==> src/rtl/instr_fetch.sv <==
// Instruction fetch stage: reads 32-bit words from synchronous instruction memory
// and issues long words once, or short pairs upper half first, to instr_decoder.
module instr_fetch #(
  parameter int                WIDTH      = 32,
  parameter int                ADDR_W     = 16,
  parameter logic [ADDR_W-1:0] RESET_ADDR = '0
) (
  input  logic              clk,
  input  logic              rst_n,
  input  logic              stall,
  input  logic              jump_valid,
  input  logic [ADDR_W-1:0] jump_addr,
  input  logic              jump_half,
  output logic [ADDR_W-1:0] imem_addr,
  output logic              imem_rd,
  input  logic [WIDTH-1:0]  imem_data,
  output logic              en,
  output logic [WIDTH-1:0]  long_instr,
  output logic              instr_choose,
  output logic [ADDR_W-1:0] pc_out
);

  typedef enum logic [2:0] {
    BOOT,
    REQ,
    WAIT,
    HI,
    LO
  } state_t;

  state_t            state;
  state_t            next_state;
  logic [ADDR_W-1:0] pc;
  logic [ADDR_W-1:0] pc_inc;
  logic [WIDTH-1:0]  word_buf;
  logic              start_lo;
  logic              redirect;
  logic              issue_hi;
  logic              issue_lo;

  assign pc_inc   = pc + ADDR_W'(1);
  assign redirect = jump_valid && (state != BOOT);

  // A redirect beats stall and any issue; memory is only read from REQ or a firing LO.
  always_comb begin
    next_state = state;
    imem_rd    = 1'b0;
    imem_addr  = pc;
    issue_hi   = 1'b0;
    issue_lo   = 1'b0;
    if (redirect) begin
      next_state = REQ;
    end else begin
      case (state)
        BOOT: next_state = REQ;
        REQ: begin
          imem_rd    = 1'b1;
          next_state = WAIT;
        end
        WAIT: begin
          if (start_lo && !imem_data[WIDTH-1]) next_state = LO;
          else                                 next_state = HI;
        end
        HI: begin
          if (!stall) begin
            issue_hi   = 1'b1;
            next_state = word_buf[WIDTH-1] ? REQ : LO;
          end
        end
        LO: begin
          if (!stall) begin
            issue_lo   = 1'b1;
            imem_rd    = 1'b1;
            imem_addr  = pc_inc;
            next_state = WAIT;
          end
        end
        default: next_state = BOOT;
      endcase
    end
  end

  always_ff @(posedge clk or negedge rst_n) begin
    if (!rst_n) begin
      state    <= BOOT;
      pc       <= RESET_ADDR;
      word_buf <= '0;
      start_lo <= 1'b0;
    end else begin
      state <= next_state;
      if (redirect) begin
        pc       <= jump_addr;
        start_lo <= jump_half;
      end else begin
        if (state == WAIT) begin
          word_buf <= imem_data;
          start_lo <= 1'b0;
        end
        if ((issue_hi && word_buf[WIDTH-1]) || issue_lo) pc <= pc_inc;
      end
    end
  end

  // Decoder-facing outputs hold their last values between issues; en pulses per issue.
  always_ff @(posedge clk or negedge rst_n) begin
    if (!rst_n) begin
      en           <= 1'b0;
      long_instr   <= '0;
      instr_choose <= 1'b0;
      pc_out       <= '0;
    end else begin
      en <= issue_hi || issue_lo;
      if (issue_hi || issue_lo) begin
        long_instr   <= word_buf;
        instr_choose <= issue_lo;
        pc_out       <= pc;
      end
    end
  end

endmodule
==> config.mk <==
export PLATFORM = sky130hd
export DESIGN_NAME = instr_fetch
export DESIGN_NICKNAME = d
export VERILOG_FILES = /design/src/rtl/instr_fetch.sv
export SDC_FILE = /design/constraint.sdc
export NUM_CORES = 1
export LEC_CHECK = 0
export ABC_AREA = 1
export ABC_CLOCK_PERIOD_IN_PS = 4700
export CAP_MARGIN = 30
export CELL_PAD_IN_SITES_DETAIL_PLACEMENT = 0
export CELL_PAD_IN_SITES_GLOBAL_PLACEMENT = 1
export CORE_ASPECT_RATIO = 0.9
export CORE_MARGIN = 4
export CORE_UTILIZATION = 39
export DETAILED_ROUTE_END_ITERATION = 8
export HOLD_SLACK_MARGIN = 0.02
export PLACE_DENSITY_LB_ADDON = 0.1
export SYNTH_ARGS = -nofsm -noshare
export SYNTH_HDL_FRONTEND = slang
export SYNTH_SLANG_ARGS = --single-unit
==> constraint.sdc <==
create_clock -name clk -period 4.7 [get_ports clk]
set_input_delay 0.94 -clock clk [delete_from_list [all_inputs] [get_ports clk]]
set_output_delay 0.94 -clock clk [all_outputs]
set_load 0.05 [all_outputs]
==> summary.txt, run 1 <==
Reg2reg start = state[0]
Critical Path AT = 2730 ps
Pre-CTS setup slack = 1040 ps
Critical path launch point = stall
DR iter-0 viols = 258
PortBufs = 119
Drt total wl = 11600 um
Async set-reset flop share out of synthesis = 100%
Initial antenna violation count = 0
Max-slew violations = 0
Max transition margin = 42.9%
Most common cell after layout, fill and taps aside = nand2_1
Largest cells by area after synthesis = dfrtp_1 (54%), nand2_1 (11%), mux2_2 (7.4%), o21ai_0 (5.7%), inv_1 (4.9%)
Setup Fix Bufs, Post-CTS = 0
DR DRC count = 0
Post-Syn Area per Cell = 8.74 um^2
Nets@finish = 708
Final worst slack = 1030 ps
TritonCTS Buffers = 9
Setup CP Type = in -> out
Fmax = 272 MHz
Worst-margin pin slew = 856 ps
Top FF cell, synth = dfrtp_1
Min Tclk post-route = 3670 ps
Area delta synth->final = 35.8%
Worst min path class = reg -> reg
Net Count, Synth = 595
First-pass GRT wire length = 19000 um
Overflow after GRT = 0
Cell taking the most area after synthesis = dfrtp_1
Synth cell types = 28
Final setup TNS = 0 ps
Rows = 37
H-tree levels = 3
Hold wc startpoint = word_buf[10]
Tcrit/Tclk final = 78.2%
Utilization of the core after routing = 55.2%
TritonCTS clock tree = yes
Synthesized instance count = 541
Post-synth EDFFs = 0
Yosys top cell area share = 54.0%
Clk root buf = clkbuf_16
Vias = 3866
Skew-Pair Late Insertion Delay = 340 ps
Combinational power share = 54.1%
Number of synthesis warnings = 0
Vias in the first global route = 3781
Drt first pass iters = 4
CP Max Fanout = 27
Mapped cell area = 0.00473 mm^2
Lkg Pwr = 2.93 nW
NetSw = 2.31 mW
Flop pwr share = 31.7%
Yosys reg bits = 102
Ant diodes = 0
Final hold vios = 0
Clock transition at path regs = 70 ps
Internal = 2.64 mW
Crit path required time = 3760 ps
Final non-filler cell total = 814
Largest net degree at the start of global routing = 69
Max rail drop VDD = 0.333 mV
MaxCap Viol Count = 0
Layout fillers = 1057
Post-synthesis sequential area ratio = 54.0%
PostCTS Resize Cnt = 0
Most frequent cells in the layout = nand2_1 (141), dfrtp_1 (102), clkdlybuf4s50_1 (102), inv_1 (62), o21ai_0 (54)
Power per cell area = 772 mW/mm^2
Clk pwr share = 14.2%
WL/cell = 14.3 um
Post-CTS Hold Buffers = 0
Starting Density = 40.7%
Crit end category = primary output
Vias/cell = 4.75
CORE AREA = 0.0116 mm^2
Gp weighted congestion = 0.817
Dpl hpwl = 8340 um
I/O pins = 120
Switch share = 46.6%
RSZ-0062 raised after global routing = false
Die area = 0.0139 mm^2
Die X = 124 um
Clock net sink count = 102
Setup violators final = 0
Max clock buf depth = 2
Status = completed
Setup Skew = 5.49 ps
Chip Height = 112 um
Critical Path Start Type = primary input
Inst Count DP = 799
Layout cells sized above 1 = 11.4%
Detail Route Antenna Nets = 0
GRT Overall Usage = 17.2%
[per-layer routing]
| layer | vias to the layer above | wire length [um] | share of wire, % | global-route usage, % |
|---|---|---|---|---|
| met5 | - | 0 | 0 | 0 |
| met4 | 0 | 240 | 2.1 | 5.55 |
| met1 | 1793 | 5230 | 45 | 23.4 |
| met3 | 18 | 821 | 7.1 | 4.69 |
| li1 | 1943 | - | - | - |
| met2 | 112 | 5310 | 46 | 26.8 |
[flip-flops by register name, indices dropped and copies added, names as in the netlist]
register,cells
long_instr,32
en,1
instr_choose,1
start_lo,1
state,3
pc,16
pc_out,16
word_buf,32
[logic make-up after synthesis]
family                   after synthesis  synth area share, %
AO/OA/AOI/OAI                         87                 9.58
XOR/XNOR                               4                0.741
adder cells (fa/ha/maj)                1                0.265
buffers and inverters                 86                 8.37
flip-flops                           102                 54.0
multiplexers                          31                 7.39
AND/OR/NAND/NOR                      230                 19.6
[cells in the mapped netlist (2+ instances only)]
library cell,instances
a21oi_1,17
buf_2,9
buf_4,2
buf_6,3
clkbuf_1,2
clkbuf_8,3
dfrtp_1,102
inv_1,62
inv_2,3
mux2_2,31
nand2_1,141
nand2_2,2
nand3_1,28
nand4_1,4
nor2_1,51
o21ai_0,54
o21ai_1,13
xor2_1,4
[path summary, 6_finish.rpt]
path | end | slack, ps | depth (start not counted)
hold / removal | long_instr[10] | 480 | 2
min in group asynchronous | long_instr[20] | 690 | 1
setup reg to reg | pc[7] | 2330 | 8
setup / recovery | imem_addr[7] | 1030 | 8
max in group asynchronous | word_buf[0] | 2970 | 2
hold reg to reg | long_instr[10] | 480 | 2
[area by class of cell]
type	count	area [um^2]	area share, %
Multi-Input combinational cell	353	1780	27.7
Timing Repair Buffer	123	1370	21.3
Tap cell	156	195	3.04
Clock inverter	6	55.1	0.858
Inverter	65	244	3.80
Clock buffer	9	225	3.51
Sequential cell	102	2550	39.8
[metrics by stage]
| step | total power, mW | hold WS, ps | area (um^2) |
|---|---|---|---|
| detailed placement | 4.29 | 465 | 6140 |
| CTS | 5.02 | 482 | 6420 |
| global route | 5.27 | 502 | 6420 |
| finish | 4.96 | 478 | 6420 |
| global placement | 4.25 | 454 | 6140 |
| floorplan | 3.28 | 448 | 4730 |
[critical path: stages]
cell             delay [ps]
clkdlybuf4s50_1         460
inv_1                    90
nand3_1                 180
nor2_1                  250
buf_4                   310
nand3_1                 110
o21ai_0                 190
buf_12                  190
[power groups by stage]
stage	clock [mW]	sequential [mW]	combinational, mW
floorplan	0	2.23	1.05
global placement	0	1.57	2.68
detailed placement	0	1.59	2.70
CTS	0.728	1.57	2.71
global route	0.759	1.63	2.88
finish	0.703	1.57	2.68
(Power assumes the default switching activity.)
==> run 2: changes to the inputs <==
ABC_CLOCK_PERIOD_IN_PS = 3700   (was 4700)
CORE_UTILIZATION = 36   (was 39)
clock period = 3.7 ns   (was 4.7 ns; I/O delays follow)
==> run 2 against run 1 <==
Combinational power up 28%. Sequential cell count unchanged. Setup slack got worse by 560 ps. Clock-buffer cell count rose by 1. Global-route usage down 0.46 points. Critical path type unchanged. Highest routed layer unchanged.
==> summary.txt, run 2 (synthesis results as in run 1) <==
Status = completed
CORE AREA = 0.0128 mm^2
Area delta synth->final = 37.5%
Overflow after GRT = 0
Starting Density = 37.0%
Initial antenna violation count = 0
DR iter-0 viols = 220
Most common cell after layout, fill and taps aside = nand2_1
Setup violators final = 0
Worst-margin pin slew = 842 ps
Vias/cell = 4.64
Most frequent cells in the layout = nand2_1 (141), dfrtp_1 (102), clkdlybuf4s50_1 (102), inv_1 (62), o21ai_0 (54)
Final setup TNS = 0 ps
Drt total wl = 12000 um
Final worst slack = 468 ps
Setup Fix Bufs, Post-CTS = 0
Critical Path AT = 2490 ps
DR DRC count = 0
RSZ-0062 raised after global routing = false
Pre-CTS setup slack = 478 ps
Detail Route Antenna Nets = 0
GRT Overall Usage = 16.8%
Dpl hpwl = 8370 um
Ant diodes = 0
Setup CP Type = in -> out
Tcrit/Tclk final = 87.3%
I/O pins = 120
Crit path required time = 2960 ps
WL/cell = 14.5 um
Final hold vios = 0
Post-CTS Hold Buffers = 0
Max transition margin = 43.7%
PortBufs = 119
H-tree levels = 3
Lkg Pwr = 2.97 nW
Drt first pass iters = 4
Skew-Pair Late Insertion Delay = 350 ps
TritonCTS clock tree = yes
Vias = 3824
Utilization of the core after routing = 50.8%
Die area = 0.0150 mm^2
TritonCTS Buffers = 9
Power per cell area = 993 mW/mm^2
Top flop regs = long_instr x32, word_buf x32
Min Tclk post-route = 3230 ps
Worst min path class = in -> async
Nets@finish = 709
Max rail drop VDD = 0.382 mV
Clock transition at path regs = 70 ps
PostCTS Resize Cnt = 0
Die X = 129 um
CP Max Fanout = 23
Layout cells sized above 1 = 11.5%
Max-slew violations = 0
Largest net degree at the start of global routing = 103
Chip Height = 117 um
MaxCap Viol Count = 0
Rows = 39
Worst Hold Slack = 443 ps
Fmax = 309 MHz
Gp weighted congestion = 0.876
Vias in the first global route = 3801
Clk root buf = clkbuf_16
First-pass GRT wire length = 19500 um
Critical Path Start Type = primary input
Setup Skew = 7.15 ps
Max clock buf depth = 2
Layout fillers = 1187
Clock net sink count = 102
Crit end category = primary output
==> run 2: through the flow <==
step / power, mW / std cells / cell area (um^2)
after floorplan: 4.17 / 541 / 4730
after global placement: 5.42 / 808 / 6180
after detailed placement: 5.48 / 808 / 6180
after CTS: 6.53 / 824 / 6500
after global routing: 6.88 / 824 / 6500
final: 6.46 / 824 / 6500
==> run 2: cell type report <==
cell class,instances,area (um^2),share of cell area [%]
sequential,102,2550,39.3
multi-input combinational,353,1780,27.4
timing repair buffer,124,1400,21.5
inverter,65,244,3.75
clock buffer,10,229,3.52
tap,164,205,3.16
clock inverter,6,92.6,1.42
==> run 2: worst paths after layout <==
kind | from | end | slack (ps) | cells after the start
worst min register to register | word_buf[9] | long_instr[9] | 470 | 2
min in group clk | word_buf[9] | long_instr[9] | 470 | 2
worst max-delay path | stall | imem_addr[7] | 470 | 8
worst min-delay path | rst_n | long_instr[23] | 440 | 2
worst max register to register | state[0] | word_buf[12] | 1710 | 3
max in group asynchronous | rst_n | pc[12] | 2850 | 2
==> run 2: metal layers <==
metal,track usage [%],part of all wire (%),vias up
li1,-,-,1943
met1,23.5,49,1764
met2,25.4,44,103
met3,4.89,5.9,14
met4,4.76,1.4,0
met5,0,0,-
==> run 2: critical path, stage by stage <==
cell and delay [ps]:
clkdlybuf4s50_1 460, inv_1 90, nand3_1 180, nor2_1 280, buf_4 290, nand3_1 90
o21ai_0 160, buf_12 190
==> run 2: power breakdown <==
part,switching [mW],internal (mW)
registers,0.355,1.65
clock network,0.425,0.599
logic,2.17,1.26
